<file path="src/rtl/buf_pkg.sv">
// rtl/buf_pkg.sv - shared types, default widths and credit helper for the buffer reader
package buf_pkg;

   localparam int C_BUF_ADDR_WIDTH = 10;
   localparam int C_BUF_DATA_WIDTH = 8;
   localparam int C_SKID_DEPTH     = 2;

   typedef enum logic [1:0] {
      IDLE  = 2'd0,
      RUN   = 2'd1,
      FLUSH = 2'd2
   } buf_rd_state_t;

   // Words that will occupy the skid after this edge must stay below its depth,
   // so a read issued now always finds a free slot when its data lands.
   function automatic logic credit_ok(input logic in_flight,
                                      input logic [1:0] skid_count,
                                      input logic pop);
      logic [1:0] occ;
      occ = skid_count + {1'b0, in_flight} - {1'b0, pop};
      return occ < 2'(C_SKID_DEPTH);
   endfunction

endpackage

</file>
<file path="src/rtl/buf_rd_skid.sv">
// rtl/buf_rd_skid.sv - 2-entry register FIFO with fall-through when empty
module buf_rd_skid
   import buf_pkg::*;
#(
   parameter int G_DATA_WIDTH = C_BUF_DATA_WIDTH
) (
   input  logic                    clk_i,
   input  logic                    rst_ni,
   input  logic                    push_i,
   input  logic [G_DATA_WIDTH-1:0] push_data_i,
   input  logic                    pop_i,
   output logic [G_DATA_WIDTH-1:0] data_o,
   output logic                    valid_o,
   output logic [1:0]              count_o
);

   logic [G_DATA_WIDTH-1:0] entry0;
   logic [G_DATA_WIDTH-1:0] entry1;
   logic [1:0]              count;

   // An empty FIFO presents the word arriving this cycle directly on its head.
   assign data_o  = (count == 2'd0) ? push_data_i : entry0;
   assign valid_o = (count != 2'd0) || push_i;
   assign count_o = count;

   always_ff @(posedge clk_i) begin
      if (!rst_ni) begin
         count  <= 2'd0;
         entry0 <= '0;
         entry1 <= '0;
      end else begin
         assert (!(count == 2'd2 && push_i && !pop_i));
         assert (!(pop_i && !valid_o));
         case (count)
            2'd0: begin
               if (push_i && !pop_i) begin
                  entry0 <= push_data_i;
                  count  <= 2'd1;
               end
            end
            2'd1: begin
               case ({push_i, pop_i})
                  2'b11: entry0 <= push_data_i;
                  2'b10: begin
                     entry1 <= push_data_i;
                     count  <= 2'd2;
                  end
                  2'b01: count <= 2'd0;
                  default: ;
               endcase
            end
            2'd2: begin
               if (pop_i) begin
                  entry0 <= entry1;
                  count  <= 2'd1;
                  if (push_i) begin
                     entry1 <= push_data_i;
                     count  <= 2'd2;
                  end
               end
            end
            default: count <= 2'd0;
         endcase
      end
   end

endmodule

</file>
<file path="src/rtl/buf_reader.sv">
// rtl/buf_reader.sv - streams a run of words out of a 1-cycle-latency buffer read port
module buf_reader
   import buf_pkg::*;
#(
   parameter int G_BUF_ADDR_WIDTH = C_BUF_ADDR_WIDTH,
   parameter int G_BUF_DATA_WIDTH = C_BUF_DATA_WIDTH
) (
   input  logic                        clk_i,
   input  logic                        rst_ni,
   input  logic                        start_i,
   input  logic [G_BUF_ADDR_WIDTH-1:0] base_addr_i,
   input  logic [G_BUF_ADDR_WIDTH:0]   len_i,
   output logic                        busy_o,
   output logic                        done_o,
   output logic [G_BUF_ADDR_WIDTH-1:0] rd_addr_o,
   input  logic [G_BUF_DATA_WIDTH-1:0] rd_data_i,
   output logic [G_BUF_DATA_WIDTH-1:0] m_data_o,
   output logic                        m_valid_o,
   input  logic                        m_ready_i,
   output logic                        m_last_o
);

   localparam int                    AW       = G_BUF_ADDR_WIDTH;
   localparam logic [AW-1:0]         ADDR_ONE = AW'(1);
   localparam logic [AW:0]           CNT_ONE  = (AW + 1)'(1);

   buf_rd_state_t state;
   buf_rd_state_t state_nxt;

   logic [AW:0] issue_cnt;
   logic [AW:0] beat_cnt;
   logic        in_flight;
   logic        done_q;
   logic [1:0]  skid_count;

   logic        pop;
   logic        issue;
   logic        start_run;
   logic        start_zero;
   logic        last_pop;

   assign pop = m_valid_o && m_ready_i;

   always_ff @(posedge clk_i) begin
      if (!rst_ni) begin
         state <= IDLE;
      end else begin
         state <= state_nxt;
      end
   end

   always_comb begin
      state_nxt = state;
      case (state)
         IDLE:    if (start_run) state_nxt = RUN;
         RUN:     if (issue && issue_cnt == CNT_ONE) state_nxt = FLUSH;
         FLUSH:   if (last_pop) state_nxt = IDLE;
         default: state_nxt = IDLE;
      endcase
   end

   always_comb begin
      busy_o     = (state != IDLE);
      start_run  = (state == IDLE) && start_i && (len_i != '0);
      start_zero = (state == IDLE) && start_i && (len_i == '0);
      issue      = (state == RUN) && (issue_cnt != '0) &&
                   credit_ok(in_flight, skid_count, pop);
      last_pop   = (state == FLUSH) && pop && (beat_cnt == CNT_ONE);
   end

   // Address, counters and the one-deep read pipeline tracker.
   always_ff @(posedge clk_i) begin
      if (!rst_ni) begin
         rd_addr_o <= '0;
         issue_cnt <= '0;
         beat_cnt  <= '0;
         in_flight <= 1'b0;
         done_q    <= 1'b0;
      end else begin
         in_flight <= issue;
         done_q    <= start_zero || last_pop;
         if (start_run) begin
            rd_addr_o <= base_addr_i;
            issue_cnt <= len_i;
         end else if (issue) begin
            rd_addr_o <= rd_addr_o + ADDR_ONE;
            issue_cnt <= issue_cnt - CNT_ONE;
         end
         if (start_run) begin
            beat_cnt <= len_i;
         end else if (pop) begin
            beat_cnt <= beat_cnt - CNT_ONE;
         end
      end
   end

   assign done_o   = done_q;
   assign m_last_o = m_valid_o && (beat_cnt == CNT_ONE);

   buf_rd_skid #(
      .G_DATA_WIDTH(G_BUF_DATA_WIDTH)
   ) u_skid (
      .clk_i       (clk_i),
      .rst_ni      (rst_ni),
      .push_i      (in_flight),
      .push_data_i (rd_data_i),
      .pop_i       (pop),
      .data_o      (m_data_o),
      .valid_o     (m_valid_o),
      .count_o     (skid_count)
   );

endmodule

</file>
<file path="config.mk">
export PLATFORM = sky130hd
export DESIGN_NAME = buf_reader
export DESIGN_NICKNAME = d
export VERILOG_FILES = /design/src/rtl/buf_pkg.sv /design/src/rtl/buf_rd_skid.sv /design/src/rtl/buf_reader.sv
export SDC_FILE = /design/constraint.sdc
export NUM_CORES = 1
export LEC_CHECK = 0
export CAP_MARGIN = 5
export CORE_ASPECT_RATIO = 1.4
export CORE_UTILIZATION = 43
export CTS_BUF_LIST = sky130_fd_sc_hd__clkbuf_4
export CTS_CLUSTER_SIZE = 10
export DETAILED_ROUTE_END_ITERATION = 12
export HOLD_SLACK_MARGIN = 0.05
export PLACE_DENSITY = 0.81
export SLEW_MARGIN = 25
export SYNTH_ARGS = -nofsm -noshare
export SYNTH_HDL_FRONTEND = slang
export SYNTH_SLANG_ARGS = --single-unit
</file>
<file path="constraint.sdc">
create_clock -name clk_i -period 2.5 [get_ports clk_i]
set_input_delay 0.375 -clock clk_i [delete_from_list [all_inputs] [get_ports clk_i]]
set_output_delay 0.375 -clock clk_i [all_outputs]
set_load 0.01 [all_outputs]
</file>
==> summary.txt <==
status -> finished, violations left
failing checks -> setup timing
CP peak stage delay -> 0.53 ns
number of flops mapped to enable cells by yosys -> 0
Reg clk slew, reported paths -> 0.16 ns
Final nets -> 438
dominant cell type by area after synthesis -> dfxtp_1
Worst EP required -> 2.81 ns
Ports -> 55
Max VDD drop -> 0.222 mV
Ys Warns -> 0
worst-case clock skew -> 0.0178 ns
routed via count -> 2,663
first-pass GRT wire length -> 11,200 um
Max-cap violations -> 0
Multi-input gate area -> 0.00163 mm2
core box area -> 0.00625 mm2
grt ovf -> 0
initial antenna violation count -> 0
largest net degree at the start of global routing -> 21
Slowest-stage cell, CP -> or4_4
Fmax -> 386 MHz
Synth area leaders -> dfxtp_1 39%, mux2i_1 6.5%, a21oi_1 5.4%
average cell area after synthesis -> 8.50 um2
most frequent cells after synthesis -> 54 x dfxtp_1, 35 x nor2_1, 30 x a21oi_1
worst slew pin tran -> 0.564 ns
Die Ht -> 97.2 um
pre-CTS setup slack -> -0.138 ns
1st-iter DRT viols -> 121
Most Crowded Layer GR -> met2
DR vias/cell -> 5.64
drt total wl -> 6720 um
met3 Use GR -> 2.07%
Die ar. -> 0.00681 mm2
critical-path maximum fanout -> 2
fin. max-slew vios -> 0
Top FF cell, synth -> dfxtp_1
hold_buf cts -> 0
TritonCTS Buffers -> 5
CTS root buffer -> clkbuf_4
CTS tree -> yes
Starting Density -> 44.6%
Startpoint Class -> register
asr flop ratio synth -> 0%
GRT Util Overall -> 19.9%
port bufs -> 54
Clk Latency, worst-skew pair -> 0.38 ns
Max Buffers Root-to-Sink -> 2
Routed Antenna Nets -> 0
Synth Instances -> 328
Seq/Total Area, Yosys -> 38.8%
share of the synthesized area in the top cell type -> 38.8%
Final Hold Vio Count -> 0
area grow syn2layout -> 30.0%
number of global-route vias before repair -> 2,581
crit-path leading delay family -> simple AND/OR/NAND/NOR gates
Mapped Area -> 0.00279 mm2
Placer Congestion -> 0.865
worst path arrival time -> 2.89 ns
drt first pass iters -> 4
Yosys reg bits -> 54
layout cells sized above 1 -> 13.0%
Slew HR -> 62.1%
Reg area -> 0.00108 mm2
Yosys cell types -> 48
DRC viols -> 0
num rows -> 34
power per cell area -> 528 mW/mm2
Die Width -> 70.0 um
# setup viols final -> 3
Ant. Diodes -> 0
WP buf/inv -> 1
RSZ-0062 raised after global routing -> yes
WHS -> 0.497 ns
met2 Use GR -> 37.5%
final worst slack -> -0.0880 ns
met1 Usage GRT -> 22.1%
Leak Pwr -> 1.44 nW
# H-tree levels -> 2
top-count cell post-synth -> dfxtp_1
Final Cycle Share -> 104%
Setup CP Type -> reg -> reg
post-DP HPWL -> 5120 um
Syn Nets -> 367
Hold WC Path Type -> reg -> reg
worst path cell trace -> or4_4 -> or3_4 -> or3_4 -> buf_6 -> or4_4 -> mux2_4 -> nor3_2
CTS sink cnt -> 54
minimum clock period -> 2.59 ns
Wirelength per Cell -> 14.2 um
# fillers -> 582
CP Capture Type -> register
==> cell usage in the layout, fill, tap and decap left out, types with 3 or more instances in the layout <==
master,synthesis,routed
a211oi_1,11,11
clkdlybuf4s50_1,0,53
clkbuf_4,0,5
nand2b_1,4,4
nor3_2,1,3
xor2_1,3,3
inv_1,8,8
a31oi_1,5,5
nand3_1,8,8
and3_1,4,4
o21a_1,6,6
or3_1,4,4
nor2_1,35,35
o211ai_1,4,4
a311oi_1,3,3
mux2i_1,18,18
nor3_1,11,9
o21ai_0,21,21
a21oi_1,30,30
nand4_1,5,5
nand2_1,21,21
dfxtp_1,54,53
nor4_1,4,4
xnor2_1,11,11
ha_1,6,6
buf_4,0,24
mux2_2,8,8
==> per-stage QoR <==
step	setup TNS (ns)	power (W)	instances	instance area, um2	utilization [%]
floorplan	0	0.00129	328	2790	-
global placement	-0.156	0.00150	461	3530	56.4
detailed placement	-0.221	0.00152	461	3530	56.4
CTS	-0.191	0.00191	470	3600	57.6
global route	-0.422	0.00202	472	3620	57.9
finish	-0.199	0.00191	472	3620	57.9
==> final cells by class <==
cell class,count,area share (%)
clock buffers,5,1.04
multi-input cells,251,45.1
flip-flops and latches,54,29.9
inverters,8,0.829
well taps,72,2.49
clock inverters,3,0.587
repair buffers,79,20.1
==> power breakdown <==
group	leakage [nW]	internal, W	switching [W]
registers	0.444	0.000927	0.0000627
clock network	0.0312	0.000110	0.000284
logic	0.963	0.000276	0.000251
total	1.44	0.00131	0.000598
==> cells by family after synthesis <==
kind of cell,share of synthesized area (%)
flip-flops,38.8
adder cells (fa/ha/maj),2.69
buffers and inverters,3.10
AND/OR/NAND/NOR,21.1
XOR/XNOR,4.40
AO/OA/AOI/OAI,19.7
multiplexers,10.2
==> path summary, 6_finish.rpt <==
| check | startpoint | slack, ns | cells past startpoint | end |
|---|---|---|---|---|
| worst min register to register | state[0] | 0.50 | 1 | done_o |
| worst max register to register | beat_cnt[3] | -0.09 | 7 | done_o |
| worst min-delay path | state[0] | 0.50 | 1 | done_o |
| worst max-delay path | beat_cnt[3] | -0.09 | 7 | done_o |
==> sequential cells by signal, indices dropped and copies added, names as in the netlist <==
name	cells
in_flight	1
state	2
u_skid.entry1	8
u_skid.count_o	2
u_skid.entry0	8
done_o	1
beat_cnt	11
issue_cnt	11
rd_addr_o	10
==> what timing repair did <==
| item | 4_1_cts | 5_1_grt |
|---|---|---|
| pin swaps | 1 | 1 |
| resized for setup | 8 | 1 |
| setup endpoints to repair | 2 | 5 |
| setup buffers | 1 | 2 |
==> per-layer routing <==
layer	up-vias	part of all wire [%]
met5	-	0
met4	0	1.5
met3	9	2.9
met2	53	55
met1	1262	40
li1	1339	-
No activity file was read; power rests on OpenSTA's default activity.
